File: src/rtl/fetch_pkg.sv
// Shared types and defaults for the instruction-fetch stage.
package fetch_pkg;

  typedef enum logic [1:0] {
    IDLE  = 2'd0,
    FETCH = 2'd1,
    HOLD  = 2'd2,
    KILL  = 2'd3
  } fetch_state_e;

  localparam logic [15:0] RESET_PC_DEFAULT  = 16'h0000;
  localparam logic [15:0] PC_STEP_DEFAULT   = 16'd1;
  localparam logic [15:0] NOP_INSTR_DEFAULT = 16'h0000;

  // One fetched instruction tagged with its fetch PC (IF/ID and skid buffer).
  typedef struct packed {
    logic [15:0] instr;
    logic [15:0] pc;
  } fetch_entry_t;

endpackage

File: src/rtl/fetch_sequencer_if.sv
// Bundle of redirect, stall, instruction-memory and IF/ID signals around the fetch stage.
interface fetch_sequencer_if;
  import fetch_pkg::*;

  logic         pcSrc;
  logic [15:0]  branchTarget_address;
  logic         stall;
  // imem handshake: imem_req is held high with imem_addr stable until the
  // cycle imem_ready=1; imem_rdata is valid only in that same cycle.
  logic         imem_req;
  logic [15:0]  imem_addr;
  logic         imem_ready;
  logic [15:0]  imem_rdata;
  logic [15:0]  pc_address;
  logic         if_id_valid;
  logic [15:0]  if_id_instruction;
  logic [15:0]  if_id_pc;
  fetch_state_e dbg_state;

  modport master (
    input  pcSrc, branchTarget_address, stall, imem_ready, imem_rdata,
    output imem_req, imem_addr, pc_address, if_id_valid, if_id_instruction,
           if_id_pc, dbg_state
  );

  modport slave (
    output pcSrc, branchTarget_address, stall, imem_ready, imem_rdata,
    input  imem_req, imem_addr, pc_address, if_id_valid, if_id_instruction,
           if_id_pc, dbg_state
  );

endinterface

File: src/rtl/fetch_sequencer_if_id_reg.sv
// IF/ID pipeline register: flush beats load, load beats hold; otherwise it drains to a bubble.
module if_id_reg
  import fetch_pkg::*;
#(
  parameter logic [15:0] NOP_INSTR = NOP_INSTR_DEFAULT
) (
  input  logic         clk_i,
  input  logic         rst_i,
  input  logic         load_i,
  input  logic         flush_i,
  input  logic         hold_i,
  input  fetch_entry_t d_i,
  output logic         valid_o,
  output fetch_entry_t q_o
);

  logic         valid_q;
  fetch_entry_t entry_q;

  always_ff @(posedge clk_i) begin
    if (rst_i) begin
      valid_q       <= 1'b0;
      entry_q.instr <= NOP_INSTR;
      entry_q.pc    <= 16'h0000;
    end else if (flush_i) begin
      valid_q       <= 1'b0;
      entry_q.instr <= NOP_INSTR;
    end else if (load_i) begin
      valid_q <= 1'b1;
      entry_q <= d_i;
    end else if (!hold_i) begin
      // Decode consumed the entry and nothing new arrived.
      valid_q <= 1'b0;
    end
  end

  assign valid_o = valid_q;
  assign q_o     = entry_q;

endmodule

File: src/rtl/fetch_sequencer.sv
// Fetch stage: owns the PC, runs the imem request handshake and feeds IF/ID.
module fetch_sequencer
  import fetch_pkg::*;
#(
  parameter logic [15:0] RESET_PC  = RESET_PC_DEFAULT,
  parameter logic [15:0] PC_STEP   = PC_STEP_DEFAULT,
  parameter logic [15:0] NOP_INSTR = NOP_INSTR_DEFAULT
) (
  input  logic               inp_clk,
  input  logic               rst,
  fetch_sequencer_if.master  bus
);

  fetch_state_e state_q;
  logic [15:0]  pc_q;
  logic [15:0]  addr_q;
  fetch_entry_t skid_q;

  logic         accept;
  logic         ifid_load;
  fetch_entry_t ifid_d;
  fetch_entry_t ifid_q;
  logic         ifid_valid;

  assign accept    = (state_q == FETCH) && bus.imem_ready && !bus.pcSrc;
  assign ifid_load = (accept && !bus.stall) || ((state_q == HOLD) && !bus.stall);

  always_comb begin
    ifid_d.instr = bus.imem_rdata;
    ifid_d.pc    = pc_q;
    if (state_q == HOLD) ifid_d = skid_q;
  end

  always_ff @(posedge inp_clk) begin
    if (rst) begin
      state_q <= IDLE;
      pc_q    <= RESET_PC;
      addr_q  <= RESET_PC;
      skid_q  <= '0;
    end else if (bus.pcSrc) begin
      pc_q   <= bus.branchTarget_address;
      skid_q <= '0;
      // A pending request must finish at its old address before the redirect is fetched.
      if (((state_q == FETCH) || (state_q == KILL)) && !bus.imem_ready) begin
        state_q <= KILL;
      end else begin
        state_q <= FETCH;
        addr_q  <= bus.branchTarget_address;
      end
    end else begin
      case (state_q)
        IDLE: begin
          state_q <= FETCH;
          addr_q  <= pc_q;
        end
        FETCH: begin
          if (bus.imem_ready) begin
            pc_q   <= pc_q + PC_STEP;
            addr_q <= pc_q + PC_STEP;
            if (bus.stall) begin
              skid_q.instr <= bus.imem_rdata;
              skid_q.pc    <= pc_q;
              state_q      <= HOLD;
            end
          end
        end
        HOLD: begin
          if (!bus.stall) state_q <= FETCH;
        end
        KILL: begin
          if (bus.imem_ready) begin
            state_q <= FETCH;
            addr_q  <= pc_q;
          end
        end
        default: state_q <= IDLE;
      endcase
    end
  end

  if_id_reg #(
    .NOP_INSTR (NOP_INSTR)
  ) u_if_id (
    .clk_i   (inp_clk),
    .rst_i   (rst),
    .load_i  (ifid_load),
    .flush_i (bus.pcSrc),
    .hold_i  (bus.stall),
    .d_i     (ifid_d),
    .valid_o (ifid_valid),
    .q_o     (ifid_q)
  );

  assign bus.imem_req          = (state_q == FETCH) || (state_q == KILL);
  assign bus.imem_addr         = addr_q;
  assign bus.pc_address        = pc_q;
  assign bus.if_id_valid       = ifid_valid;
  assign bus.if_id_instruction = ifid_q.instr;
  assign bus.if_id_pc          = ifid_q.pc;
  assign bus.dbg_state         = state_q;

endmodule

File: src/flat_wrapper.sv
// flat-port wrapper written by rule: the top's interface ports become plain ports
module fetch_sequencer_flat import fetch_pkg::*;
#(
  parameter logic [15:0] RESET_PC  = RESET_PC_DEFAULT,
  parameter logic [15:0] PC_STEP   = PC_STEP_DEFAULT,
  parameter logic [15:0] NOP_INSTR = NOP_INSTR_DEFAULT
)
  (inp_clk, rst, bus_pcSrc, bus_branchTarget_address, bus_stall, bus_imem_ready, bus_imem_rdata, bus_imem_req, bus_imem_addr, bus_pc_address, bus_if_id_valid, bus_if_id_instruction, bus_if_id_pc, bus_dbg_state);
  fetch_sequencer_if bus_i ();
  input  logic inp_clk;
  input  logic rst;
  input wire logic [$bits(bus_i.pcSrc)-1:0] bus_pcSrc;
  input wire logic [$bits(bus_i.branchTarget_address)-1:0] bus_branchTarget_address;
  input wire logic [$bits(bus_i.stall)-1:0] bus_stall;
  input wire logic [$bits(bus_i.imem_ready)-1:0] bus_imem_ready;
  input wire logic [$bits(bus_i.imem_rdata)-1:0] bus_imem_rdata;
  output wire logic [$bits(bus_i.imem_req)-1:0] bus_imem_req;
  output wire logic [$bits(bus_i.imem_addr)-1:0] bus_imem_addr;
  output wire logic [$bits(bus_i.pc_address)-1:0] bus_pc_address;
  output wire logic [$bits(bus_i.if_id_valid)-1:0] bus_if_id_valid;
  output wire logic [$bits(bus_i.if_id_instruction)-1:0] bus_if_id_instruction;
  output wire logic [$bits(bus_i.if_id_pc)-1:0] bus_if_id_pc;
  output wire logic [$bits(bus_i.dbg_state)-1:0] bus_dbg_state;
  assign bus_i.pcSrc = bus_pcSrc;
  assign bus_i.branchTarget_address = bus_branchTarget_address;
  assign bus_i.stall = bus_stall;
  assign bus_i.imem_ready = bus_imem_ready;
  assign bus_i.imem_rdata = bus_imem_rdata;
  assign bus_imem_req = bus_i.imem_req;
  assign bus_imem_addr = bus_i.imem_addr;
  assign bus_pc_address = bus_i.pc_address;
  assign bus_if_id_valid = bus_i.if_id_valid;
  assign bus_if_id_instruction = bus_i.if_id_instruction;
  assign bus_if_id_pc = bus_i.if_id_pc;
  assign bus_dbg_state = bus_i.dbg_state;
  fetch_sequencer #(.RESET_PC(RESET_PC), .PC_STEP(PC_STEP), .NOP_INSTR(NOP_INSTR)) u_core (.inp_clk(inp_clk), .rst(rst), .bus(bus_i));
endmodule
File: config.mk
export PLATFORM = sky130hd
export DESIGN_NAME = fetch_sequencer_flat
export DESIGN_NICKNAME = d
export VERILOG_FILES = /design/src/rtl/fetch_pkg.sv /design/src/rtl/fetch_sequencer_if.sv /design/src/rtl/fetch_sequencer_if_id_reg.sv /design/src/rtl/fetch_sequencer.sv /design/src/flat_wrapper.sv
export SDC_FILE = /design/constraint.sdc
export NUM_CORES = 1
export LEC_CHECK = 0
export BUFFER_PORTS_ARGS = -buffer_cell sky130_fd_sc_hd__buf_2
export CORE_ASPECT_RATIO = 1.75
export CORE_UTILIZATION = 49
export DETAILED_ROUTE_END_ITERATION = 8
export PLACE_DENSITY = 0.82
export SKIP_CTS_REPAIR_TIMING = 1
export SYNTH_ARGS = -nofsm -noshare
export SYNTH_HDL_FRONTEND = slang
export SYNTH_SLANG_ARGS = --single-unit
export TNS_END_PERCENT = 30
File: constraint.sdc
create_clock -name inp_clk -period 1.9 [get_ports inp_clk]
set_clock_uncertainty 0.15 [all_clocks]
set_input_delay 0.285 -clock inp_clk [delete_from_list [all_inputs] [get_ports inp_clk]]
set_output_delay 0.285 -clock inp_clk [all_outputs]
set_load 0.01 [all_outputs]
# ---- Yosys cells after proc, flatten, opt, wreduce, memory -nomap -nowiden
# Index checks and enable logic that the tools add are counted.
dict set report op_classes {
  n_reduce_logical 20
  mux 17
  n_addsub 1
  bitwise 1
  eq_ne 9
}
# cell count
set ops {}
lappend ops {{16-bit 2-to-1 mux} 6}
lappend ops {{16-bit case mux with 3 select lines} 1}
lappend ops {{32-bit 2-to-1 mux} 1}
lappend ops {{16-bit by 1-bit adder with 16-bit output (second input constant)} 1}
lappend ops {{2-bit 2-to-1 mux} 6}
lappend ops {{3-bit != test (second input constant)} 4}
lappend ops {{2-bit case mux with 4 select lines} 1}
lappend ops {{4-bit AND reduction} 2}
lappend ops {{1-bit logical AND} 5}
lappend ops {{2-bit == test (second input constant)} 2}
lappend ops {{2-bit AND reduction} 2}
lappend ops {{2-bit nonzero test} 2}
lappend ops {{4-bit nonzero test} 1}
lappend ops {{1-bit zero test} 3}
lappend ops {{3-bit AND reduction} 1}
lappend ops {{2-bit by 1-bit == test with 1-bit output (second input constant)} 1}
lappend ops {{2-bit zero test} 1}
lappend ops {{1-bit logical OR} 2}
lappend ops {{1-bit 2-to-1 mux} 2}
lappend ops {{2-bit by 1-bit != test with 1-bit output (second input constant)} 1}
lappend ops {{2-bit != test (second input constant)} 1}
lappend ops {{2-bit OR reduction} 1}
lappend ops {{1-bit inverter} 1}
dict set report word_totals {
  register_bits 99
  output_inout_bits 68
}

# ---- Logic depth before layout (Yosys ltp)
dict set report logic_depth {
  word_depth 6
  mapped_depth 8
  ltp_nobuf 5
}

# ---- Modules after synthesis
# From an unflattened synthesis, not the netlist that was laid out.
dict set report unflattened {
  cells_unflattened 590
  area_unflattened_um2 5154.9
}
# mod instances area_per_inst_um2 cells_each seq_area_each_um2
set by_module_without_submodules {}
lappend by_module_without_submodules {fetch_sequencer 1 3811.2 463 1321.3}
lappend by_module_without_submodules {if_id_reg 1 1343.8 127 660.6}

# ---- Worst setup path after synthesis
# No wires, ideal clock.
dict set report synth_path {
  kind {reg-to-reg}
  startpoint {register u_core.pc_q[1] (netlist: u_core.bus.pc_address[1])}
  endpoint {register u_core.pc_q[14] (netlist: u_core.bus.pc_address[14])}
  path_slack_ns -0.171
  t_required_ns 1.659
  arrival_ns 1.830
  stages_incl_launch_ff 6
  period_less_slack_ns 2.071
  path_cell_list {dfxtp_1 ha_1 nand4_1 or3_1 or4_1 a311oi_1}
}
dict set report synth_via {
  elab_chain_cells 4
}
# element line_no
set synth_rtl {}
lappend synth_rtl {{start, declared} fetch_sequencer.sv:15} ;# logic [15:0] pc_q;
lappend synth_rtl {{start signal, assigned} fetch_sequencer.sv:41} ;# pc_q <= bus.branchTarget_address;
lappend synth_rtl {{start signal, assigned} fetch_sequencer.sv:58} ;# pc_q <= pc_q + PC_STEP;
lappend synth_rtl {{16-bit by 1-bit adder with 16-bit output} fetch_sequencer.sv:58}
lappend synth_rtl {{16-bit 2-to-1 mux} fetch_sequencer.sv:57} ;# if (bus.imem_ready) begin
lappend synth_rtl {{16-bit 2-to-1 mux} fetch_sequencer.sv:51} ;# case (state_q)
lappend synth_rtl {{16-bit 2-to-1 mux} fetch_sequencer.sv:40} ;# end else if (bus.pcSrc) begin
# No other way between the ends. The select of a mux whose other input is x is not followed.
# A chain may end at the register's enable or synchronous reset.

# ---- Worst setup path in the final report
# Same ends and word-level chain as after synthesis.

==> reports/metrics.yaml <==
sta:
  finalHoldViolations: 0
  final_max_slew_viol_count: 0
  hold-worst-slack_ns: 0.0380
  finalCritPeriodShare: 1.02
  period_needed_ns: 1.94
  fin_ws_ns: -0.0386
  relSlewSlack: 0.552
  rsz0062_at_grt: "yes"
  tightest_slew_ns: 0.671
  fmax_ghz: 0.516
  setup-violations-final: 1
synthesis:
  synthesis.nets: 623
  muxShareOfSynthArea: 0.0812
  synthCells: 585
  async_flop_share: 0
  synth_edf_count: 0
  ys_seq_area_frac: 0.411
  synth_top_area_cell: "dfxtp_1"
  synthAdderAreaFrac: 0.0150
  synth-seq-cells: 99
  synth_cell_types: 63
  synth-simple-area-share: 0.213
  yosysWarningCount: 0
  synthTopCellsByArea: "dfxtp_1 (41%), mux2i_1 (7.9%), nand2_1 (7.2%), a211oi_1 (6.1%), a21oi_1 (4.9%)"
  synth_xor_area_frac: 0.0236
  synth-compound-area-share: 0.195
  synth_area_um2: 4820
  synth_flop_cell: "dfxtp_1"
  avgSynthCellArea_um2: 8.25
  synth_top_family_by_area: "simple AND/OR/NAND/NOR gates"
  synth_top_cell_area_share: 0.411
global_route:
  antenna_found_initial: 0
  grt_pass1_vias: 4799
  grt_max_degree: 50
  grtUsageTotal: 0.271
  grt_overflow: 0
  grt_pass1_wl_um: 22200
min_path:
  holdPathStages: 3
  hp-class: "primary input to register"
  hold_start: "bus_imem_rdata[3]"
route:
  vias_per_cell: 5.83
  drtPass1Iterations: 5
  drtIter0Drc: 291
  ant_nets: 0
  totalWireLength_um: 13600
  vias: 4737
  routedWlPerCell_um: 16.7
  drc: 0
floorplan:
  die_area_um2: 10300
  dieWidth_um: 77
  initial_core_util: 0.506
  die_y_um: 133
  core.rowCount: 47
  coreArea_um2: 9530
  io_pins: 105
place:
  gp_congestion: 0.864
  io_buffers: 104
  placed_cells: 796
  place_hpwl_um: 9780
  placed_area_um2: 5710
cts:
  insertion_delay_ns: 0.34
  cts_max_path_buffers: 2
  cts_tree: "built"
  root_buffer: "clkbuf_16"
  htree_levels: 3
  clock-sinks: 99
  cts.clk_slew.worst_paths_ns: 0.07
  cts_buffers: 9
outcome:
  violations: "negative setup slack"
  status: "finished with violations"
finish:
  antenna_cells: 0
  fin_cells: 812
  final_cell_mix: "buf_2 (104), nand2_1 (92), dfxtp_1 (90)"
  layout-drive-gt1-share: 0.280
  fin_nets: 723
  area_growth_pct: 25.9
  fill_cells: 803
  final_area_um2: 6070
  utilization: 0.638
  final_common_cell: "buf_2"
critical_path:
  r2r_cells: 5
  cp.arrival_ns: 2.05
  crit_fanout: 3
  worstSetupPathType: "register to register"
  cp_slowest_stage_delay_ns: 0.41
  start_kind: "register"
  r2r_start: "u_core.bus.pc_address[1]"
  required_ns: 2.01
  end_kind: "register"
  cp-startpoint: "u_core.bus.pc_address[1]"
  worstPathCellList: "ha_4, nand4_1, or3_1, or4_1, a311oi_1"
  cp_slowest_cell: "or3_1"
power:
  total_power_w: 0.00504
  vdd_drop_max_uv: 582
  power_leakage_nw: 2.55
  p_per_area_nw_per_um2: 830
job:
  timing.max_cap.violations: 0
==> layer usage <==
metal / global-route usage / routed length (um) / share of wire / up-vias
met3: 0.0555 / 738 / 0.054 / 56
met5: 0 / 0 / 0 / -
met4: 0.180 / 676 / 0.050 / 0
met1: 0.274 / 5010 / 0.37 / 2215
li1: - / - / - / 2269
met2: 0.492 / 7140 / 0.53 / 197
==> stage by stage <==
step / worst slack [ns] / setup TNS, ns
floorplan: -0.0126 / -0.0128
global placement: -0.0555 / -0.0555
detailed placement: -0.107 / -0.677
CTS: -0.189 / -0.969
global route: -0.124 / -0.124
finish: -0.0386 / -0.0386
==> cell usage after synthesis, types with 3 or more instances <==
| library cell | instances |
|---|---|
| nand2_1 | 93 |
| nand4_1 | 7 |
| buf_4 | 4 |
| nor2_1 | 57 |
| xnor2_1 | 11 |
| buf_2 | 18 |
| nand3_1 | 7 |
| maj3_1 | 6 |
| inv_1 | 5 |
| mux2i_1 | 38 |
| a31oi_1 | 3 |
| nor4_1 | 10 |
| a21oi_1 | 47 |
| o31a_1 | 3 |
| dfxtp_1 | 99 |
| nor2b_1 | 4 |
| o21bai_1 | 4 |
| o21ai_0 | 10 |
| a311oi_1 | 5 |
| o21a_1 | 4 |
| a211oi_1 | 39 |
| clkbuf_1 | 37 |
| nor3_1 | 10 |
| o211ai_1 | 5 |
| and2_1 | 3 |
| nand2b_1 | 8 |
==> cell families (layout without fill, tap and decap cells) <==
family / after synthesis / in the layout
buf+inv: 68 / 173
compound gates: 140 / 140
fa+ha+maj: 7 / 7
mux: 39 / 39
flops: 99 / 99
xor+xnor: 13 / 13
simple gates: 219 / 219
==> cell type report <==
class / instances / area (um2) / share of cell area
tap: 122 / 153 / 0.0251
multi-input combinational: 418 / 2590 / 0.426
inverter: 6 / 26.3 / 0.00433
timing repair buffer: 151 / 961 / 0.158
clock buffer: 11 / 264 / 0.0435
sequential: 99 / 2000 / 0.329
clock inverter: 5 / 82.6 / 0.0136
==> power breakdown <==
| part | switching, W | total, W | internal (W) |
|---|---|---|---|
| Sequential | 0.0000692 | 0.00223 | 0.00216 |
| Combinational | 0.000432 | 0.000752 | 0.000320 |
| Clock | 0.000787 | 0.00206 | 0.00127 |
| Total | 0.00129 | 0.00504 | 0.00375 |
==> worst paths after layout <==
| kind | end | slack, ns |
|---|---|---|
| max | u_core.bus.pc_address[14] | -0.04 |
| min | u_core.skid_q[19] | 0.04 |
| max reg2reg | u_core.bus.pc_address[14] | -0.04 |
| min reg2reg | u_core.skid_q[15] | 0.30 |
==> state kept, by name, indices dropped and copies added (netlist names) <==
name                    count
u_core.bus.pc_address      16
u_core.u_if_id.q_o         32
u_core.u_if_id.valid_o      1
u_core.bus.dbg_state        2
u_core.skid_q              32
u_core.bus.imem_addr       16
==> worst max-delay path: cells and delay by family (launching register included) <==
family	cells	cell delay, ns
AOI/OAI and AO/OA	1	0.25
DFF	1	0.37
adders and majority gates	1	0.14
and+or+nand+nor	3	0.95
No activity file was read; power rests on OpenSTA's default activity.
